[src/rtl/serial_add_sub.sv]
// Multi-cycle adder/subtractor: resolves BITS_PER_CYCLE bits per clock, LSB
// first, through a chain of full-adder slices with a registered carry.
// Subtract is performed as A + ~B + ~Cin, so Cout=1 means "no borrow".

// One full-adder cell of the per-step slice.
module serial_add_sub_fa (
  input  logic a,
  input  logic b,
  input  logic ci,
  output logic s,
  output logic co
);
  assign s  = a ^ b ^ ci;
  assign co = (a & b) | (ci & (a ^ b));
endmodule

module serial_add_sub #(
  parameter int WIDTH          = 8,
  parameter int BITS_PER_CYCLE = 1
) (
  input  logic             clk,
  input  logic             rst,
  input  logic             start,
  input  logic [WIDTH-1:0] A,
  input  logic [WIDTH-1:0] B,
  input  logic             Cin,
  input  logic             Sub,
  output logic             busy,
  output logic             done,
  output logic [WIDTH-1:0] S,
  output logic             Cout,
  output logic             Ovf
);
  localparam int BPC   = BITS_PER_CYCLE;
  localparam int STEPS = WIDTH / BPC;
  localparam int CW    = $clog2(STEPS + 1);

  typedef enum logic [1:0] {IDLE, RUN, DONE} state_t;

  state_t           state, state_nxt;
  logic [WIDTH-1:0] a_sh, b_sh, res_sh, res_nxt;
  logic             carry;
  logic [CW-1:0]    cnt;
  logic [BPC:0]     c_chain;
  logic [BPC-1:0]   sum_slice;
  logic             accept, last;

  // A new request is taken whenever no computation is in flight (IDLE or DONE).
  assign accept = start && (state != RUN);
  assign last   = (state == RUN) && (cnt == CW'(1));

  // Carry ripples through the slice, seeded by the registered carry.
  assign c_chain[0] = carry;
  for (genvar i = 0; i < BPC; i++) begin : g_fa
    serial_add_sub_fa u_fa (
      .a  (a_sh[i]),
      .b  (b_sh[i]),
      .ci (c_chain[i]),
      .s  (sum_slice[i]),
      .co (c_chain[i+1])
    );
  end

  // Slice sum enters from the MSB end; after STEPS shifts it is in place.
  assign res_nxt = (res_sh >> BPC) | (WIDTH'(sum_slice) << (WIDTH - BPC));

  // State register.
  always_ff @(posedge clk) begin
    if (rst) state <= IDLE;
    else     state <= state_nxt;
  end

  // Next-state logic.
  always_comb begin
    state_nxt = state;
    case (state)
      IDLE:    if (start) state_nxt = RUN;
      RUN:     if (last)  state_nxt = DONE;
      DONE:    state_nxt = start ? RUN : IDLE;
      default: state_nxt = IDLE;
    endcase
  end

  // Handshake outputs decode directly from the state.
  always_comb begin
    busy = (state == RUN);
    done = (state == DONE);
  end

  // Datapath: operand load, per-step shift/add, result capture on the last step.
  always_ff @(posedge clk) begin
    if (rst) begin
      a_sh   <= '0;
      b_sh   <= '0;
      res_sh <= '0;
      carry  <= 1'b0;
      cnt    <= '0;
      S      <= '0;
      Cout   <= 1'b0;
      Ovf    <= 1'b0;
    end else if (accept) begin
      a_sh  <= A;
      b_sh  <= B ^ {WIDTH{Sub}};
      carry <= Cin ^ Sub;
      cnt   <= CW'(STEPS);
    end else if (state == RUN) begin
      a_sh   <= a_sh >> BPC;
      b_sh   <= b_sh >> BPC;
      res_sh <= res_nxt;
      carry  <= c_chain[BPC];
      cnt    <= cnt - CW'(1);
      if (last) begin
        S    <= res_nxt;
        Cout <= c_chain[BPC];
        // Top cell of the last slice is the MSB: carry in vs carry out.
        Ovf  <= c_chain[BPC] ^ c_chain[BPC-1];
      end
    end
  end
endmodule

[config.mk]
export PLATFORM = sky130hd
export DESIGN_NAME = serial_add_sub
export DESIGN_NICKNAME = d
export VERILOG_FILES = /design/src/rtl/serial_add_sub.sv
export SDC_FILE = /design/constraint.sdc
export NUM_CORES = 1
export LEC_CHECK = 0
export CAP_MARGIN = 20
export CORE_AREA = 10 10 96 98
export CTS_CLUSTER_DIAMETER = 120
export DETAILED_ROUTE_END_ITERATION = 10
export DIE_AREA = 0 0 106 108
export PLACE_DENSITY_LB_ADDON = 0.1
export SYNTH_ARGS = -nofsm -noshare
export SYNTH_HDL_FRONTEND = slang
export SYNTH_SLANG_ARGS = --single-unit
[constraint.sdc]
create_clock -name clk -period 1.9 [get_ports clk]
set_clock_uncertainty 0.2 [all_clocks]
set_input_delay 0.19 -clock clk [delete_from_list [all_inputs] [get_ports clk]]
set_output_delay 0.19 -clock clk [all_outputs]
set_load 0.02 [all_outputs]
# After elaboration in Yosys (flattened, before gate mapping)
# Index checks and enable logic that the tools add are counted.
# Widths: inputs -> output; s select.
totals:
  register_bits: 41
  out_inout_bits: 12
  word_cells: 47
op_classes:
  add_sub_neg: 1
  n_eq_ne: 6
  muxes: 12
  n_bitwise: 10
  reduce_logical: 8
ops:
  columns: ["cell", "n"]
  rows:
  - ["$mux 8", 4]
  - ["$mux 4", 2]
  - ["$or 7x8->8", 1]
  - ["$xor 8x8->8", 1]
  - ["$pmux 2 s3", 1]
  - ["$eq 4x1->1 const B", 1]
  - ["$mux 2", 2]
  - ["$ne 2x1->1 const B", 2]
  - ["$reduce_and 2->1", 2]
  - ["$sub 4x1->4 const B", 1]
  - ["$xor 1x1->1", 4]
  - ["$mux 1", 3]
  - ["$reduce_and 3->1", 1]
  - ["$and 1x1->1", 2]
  - ["$eq 2x1->1 const B", 1]
  - ["$eq 2x2->1 const B", 1]
  - ["$logic_and 1x1->1", 2]
  - ["$logic_not 2->1", 1]
  - ["$ne 2x2->1 const B", 1]
  - ["$reduce_bool 2->1", 1]
  - ["$reduce_or 2->1", 1]
  - ["$not 1->1", 1]
  - ["$or 1x1->1", 1]

# Longest topological paths before layout
depth:
  word_depth: 5
  ltp_mapped: 6
  ltp_nobuf: 5

# Cells and area by module
# From an unflattened synthesis, not the netlist that was laid out.
unflattened:
  hier_cells: 203
  area_unflattened_um2: 1798.0
by_module_without_submodules:
  columns: ["module", "n_inst", "cells_each", "area_per_inst_um2", "seq_area_each_um2"]
  rows:
  - ["serial_add_sub", 1, 202, 1778.0, 800.8]
  - ["serial_add_sub_fa", 1, 1, 20.0, 0.0]

# Least setup slack after synthesis
# OpenSTA, ideal clock, no wires.
synth_path:
  kind: "reg-to-reg"
  from: "register cnt[1]"
  to: "register S[1]"
  setup_time_ns: 0.134
  arrival_time_ns: 1.196
  required_time_ns: 1.566
  setup_slack_ns: 0.370
  path_stages_with_launch: 7
  n_path_buf: 1
  period_less_slack_ns: 1.530
  path_cell_list: "dfxtp_1 -> inv_1 -> ha_1 -> or3b_1 -> buf_6 -> o21ai_0 -> a21oi_1"
synth_via:
  elab_chain_cells: 3
synth_lines:
  columns: ["element", "line", "rtl"]
  rows:
  - ["start: declaration", "43", "logic [CW-1:0] cnt;"]
  - ["start signal: assignment", "105", "cnt <= CW'(STEPS);"]
  - ["start signal: assignment", "111", "cnt <= cnt - CW'(1);"]
  - ["$eq 4x1->1", "50", "assign last = (state == RUN) && (cnt == CW'(1));"]
  - ["$logic_and 1x1->1", "50", null]
  - ["$reduce_and 3->1 (no line)", null, null]
  - ["end signal: assignment", "113", "S <= res_nxt;"]
  - ["end: declaration", "30", "output logic [WIDTH-1:0] S,"]
# Every way passes these cells.
# A chain may end at the register's enable or synchronous reset.

# Worst setup path after layout
layout_path:
  from: "register state[1]"
  to: "output port done"
layout_via:
  elab_chain_cells: 1
layout_lines:
  columns: ["element", "line", "rtl"]
  rows:
  - ["start: declaration", "40", "state_t state, state_nxt;"]
  - ["start signal: assignment", "70", "else state <= state_nxt;"]
  - ["$eq 2x2->1", "87", "done = (state == DONE);"]
  - ["end: declaration", "29", "output logic done,"]
# Every way passes these cells.

==> qor.txt <==
vias in the first global route: 1538
Critical Path Source Type: flip-flop
Slew headroom: 74.9%
CTS tree: yes
P per Cell Area: 921 nW/um^2
CP max-delay cell: clkdlybuf4s50_1
critical path capture point type: output port
Reg area: 801 sq um
Finished Cell Area: 2390 sq um
fin nets: 258
Fmax achieved: 0.574 GHz
Critical Path Max Stage Delay: 0.61 ns
most common cell after layout, fill and taps aside: dfxtp_1
Max Cap Viol: 0
Area Overhead vs Synth: 32.5%
Hold Vio Cnt, Final: 0
TNS Setup: 0 ns
Max Slew Vio Count: 0
Area after DPL: 2230 sq um
Die W: 106 um
Post-Synthesis Cells: 203
routed via count: 1482
synthesized area: 1800 sq um
WL final: 4280 um
sw frac: 22.9%
kind of critical path: reg -> out
Rows: 32
part of the cycle the worst path needs: 91.7%
NetSw: 505 uW
crit-path cells: nor2b_1, clkdlybuf4s50_1
Syn. warnings: 0
run status: finished clean
DR DRC count: 0
final core occ: 32.1%
min-delay worst type: reg -> reg
commonest cells after routing, fill and taps aside: dfxtp_1 (40), clkdlybuf4s50_1 (31), a21oi_1 (27)
hpwl dp: 2880 um
CP Buf/Inv Count: 1
Setup WS pre-CTS: 0.178 ns
CP arrival: 1.35 ns
sequential power share: 41.7%
Yosys reg bits: 40
Critical Path Fanout Max: 2
largest net degree at the start of global routing: 42
H-tree depth: 2
fin cells: 337
FILL cells: 827
Internal: 1.70 mW
leakage power: 0.872 nW
Logic pwr share: 14.1%
GP Congestion: 0.696
ANT nets after route: 0
Synth cell types: 32
Worst VDD drop: 337 uV
initial antenna violation count: 0
Core ar.: 7450 sq um
total grt overflow: 0
Critical Path RT: 1.51 ns
Resized Gates After CTS: 1
Die Height: 108 um
first-pass GRT wire length: 7420 um
share of cells above drive strength 1: 9.36%
setup bufs post-CTS: 0
worst slew pin tran: 0.376 ns
ANT cells: 0
placed cells: 329
hold_buf cts: 0
Hold WS: 0.252 ns
wire per inst: 12.7 um
Total Routing Usage GR: 7.88%
port bufs: 32
cell family with most CP delay: buffers and inverters
sequential share of the synthesized area: 44.4%
Tot Pwr: 2.20 mW
I/O pin count: 33
syn_area_per_cell: 8.88 sq um
clk slew on worst S/H paths: 0.09 ns
Final WS setup: 0.158 ns
DR pass1 iterations: 4
Initial Util: 24.2%
RSZ-0062 raised after global routing: false
full die area: 11400 sq um
Vias/cell: 4.40
# clock sinks: 40
Final Critical Period: 1.74 ns
multi-input combinational cell area: 860 sq um
CTS Buf Count: 5
Net Count, Synth: 227
Clock Latency Late Sink: 0.30 ns
Root Buffer: clkbuf_8
Setup Viol. Count Final: 0
Clk pwr share: 44.2%
CTS max path bufs: 2
drt initial violations: 40
-- tightest hold or removal path, delay by kind of cell (launching register included) --
family,cells,cell delay (ns)
simple gates,1,0.05
compound gates,1,0.05
flops,1,0.31
-- synth_stat cells --
| library cell | count | share of area [%] |
|---|---|---|
| nor3b_1 | 1 | 0.42 |
| a211oi_1 | 7 | 2.9 |
| xnor2_1 | 10 | 4.9 |
| mux2_4 | 1 | 0.83 |
| nor4_1 | 1 | 0.35 |
| buf_2 | 8 | 2.2 |
| dfxtp_1 | 40 | 44 |
| mux2i_1 | 8 | 4.4 |
| a2bb2oi_1 | 1 | 0.49 |
| a2111oi_2 | 1 | 0.83 |
| nor2_1 | 17 | 3.5 |
| o21ai_0 | 9 | 2.5 |
| a311oi_1 | 1 | 0.49 |
| a211oi_2 | 1 | 0.69 |
| a21oi_1 | 27 | 7.5 |
| nor3_1 | 5 | 1.4 |
| buf_4 | 3 | 1.2 |
| inv_1 | 4 | 0.83 |
| buf_6 | 4 | 2.5 |
| a2111oi_1 | 1 | 0.56 |
| ha_1 | 2 | 1.4 |
| clkbuf_1 | 3 | 0.62 |
| a211o_1 | 7 | 3.4 |
| nor2b_1 | 1 | 0.35 |
| and3_1 | 1 | 0.35 |
| or3b_1 | 1 | 0.49 |
| nand3_1 | 11 | 3.1 |
| inv_6 | 1 | 0.49 |
| nand2b_1 | 2 | 0.69 |
| a31o_1 | 1 | 0.49 |
| fa_1 | 1 | 1.1 |
| nand2_1 | 22 | 4.6 |
-- worst paths after layout --
path / cells past startpoint / end / from / slack, ns
max: 2 / done / state[1]$_SDFFE_PP0P_ / 0.16
min reg2reg: 2 / b_sh[4]$_SDFFE_PP0P_ / b_sh[5]$_SDFFE_PP0P_ / 0.25
min: 2 / b_sh[4]$_SDFFE_PP0P_ / b_sh[5]$_SDFFE_PP0P_ / 0.25
max reg2reg: 4 / S[5]$_SDFFE_PP0P_ / cnt[0]$_SDFFE_PP0P_ / 0.19
-- flip-flops by register name (all words and copies together) (netlist names) --
| register | count |
|---|---|
| Cout | 1 |
| Ovf | 1 |
| S | 8 |
| a_sh | 8 |
| b_sh | 8 |
| carry | 1 |
| cnt | 4 |
| res_sh | 7 |
| state | 2 |
-- logic make-up after synthesis --
| logic type | Yosys count | share of synthesized area (%) |
|---|---|---|
| adder cells (fa/ha/maj) | 3 | 2.50 |
| buffers and inverters | 23 | 7.91 |
| AO/OA/AOI/OAI | 56 | 19.8 |
| XOR/XNOR | 10 | 4.86 |
| AND/OR/NAND/NOR | 62 | 15.2 |
| flip-flops | 40 | 44.4 |
| multiplexers | 9 | 5.27 |
-- final cells by class --
class	count	area share, %
Clock buffer	5	2.88
Sequential cell	40	33.5
Timing Repair Buffer	42	17.5
Multi-Input combinational cell	140	36.0
Tap cell	102	5.34
Inverter	5	0.995
Clock inverter	3	3.77
-- power groups by stage --
stage	Sequential, mW	Combinational [mW]	Clock (mW)
2_1_floorplan	0.932	0.221	0
3_3_place_gp	0.940	0.320	0
3_5_place_dp	0.939	0.318	0
4_1_cts	0.920	0.318	1.01
5_1_grt	0.928	0.354	1.03
6_report	0.919	0.310	0.972
-- routing by layer --
metal / GRT usage (%) / vias to the layer above / part of all wire [%]
met5: 0 / - / 0
met4: 3.48 / 0 / 1.8
met3: 2.50 / 7 / 3.9
met2: 11.8 / 21 / 44
met1: 10.2 / 688 / 50
li1: - / 766 / -
Note: power is estimated with default switching activity, not from simulation.
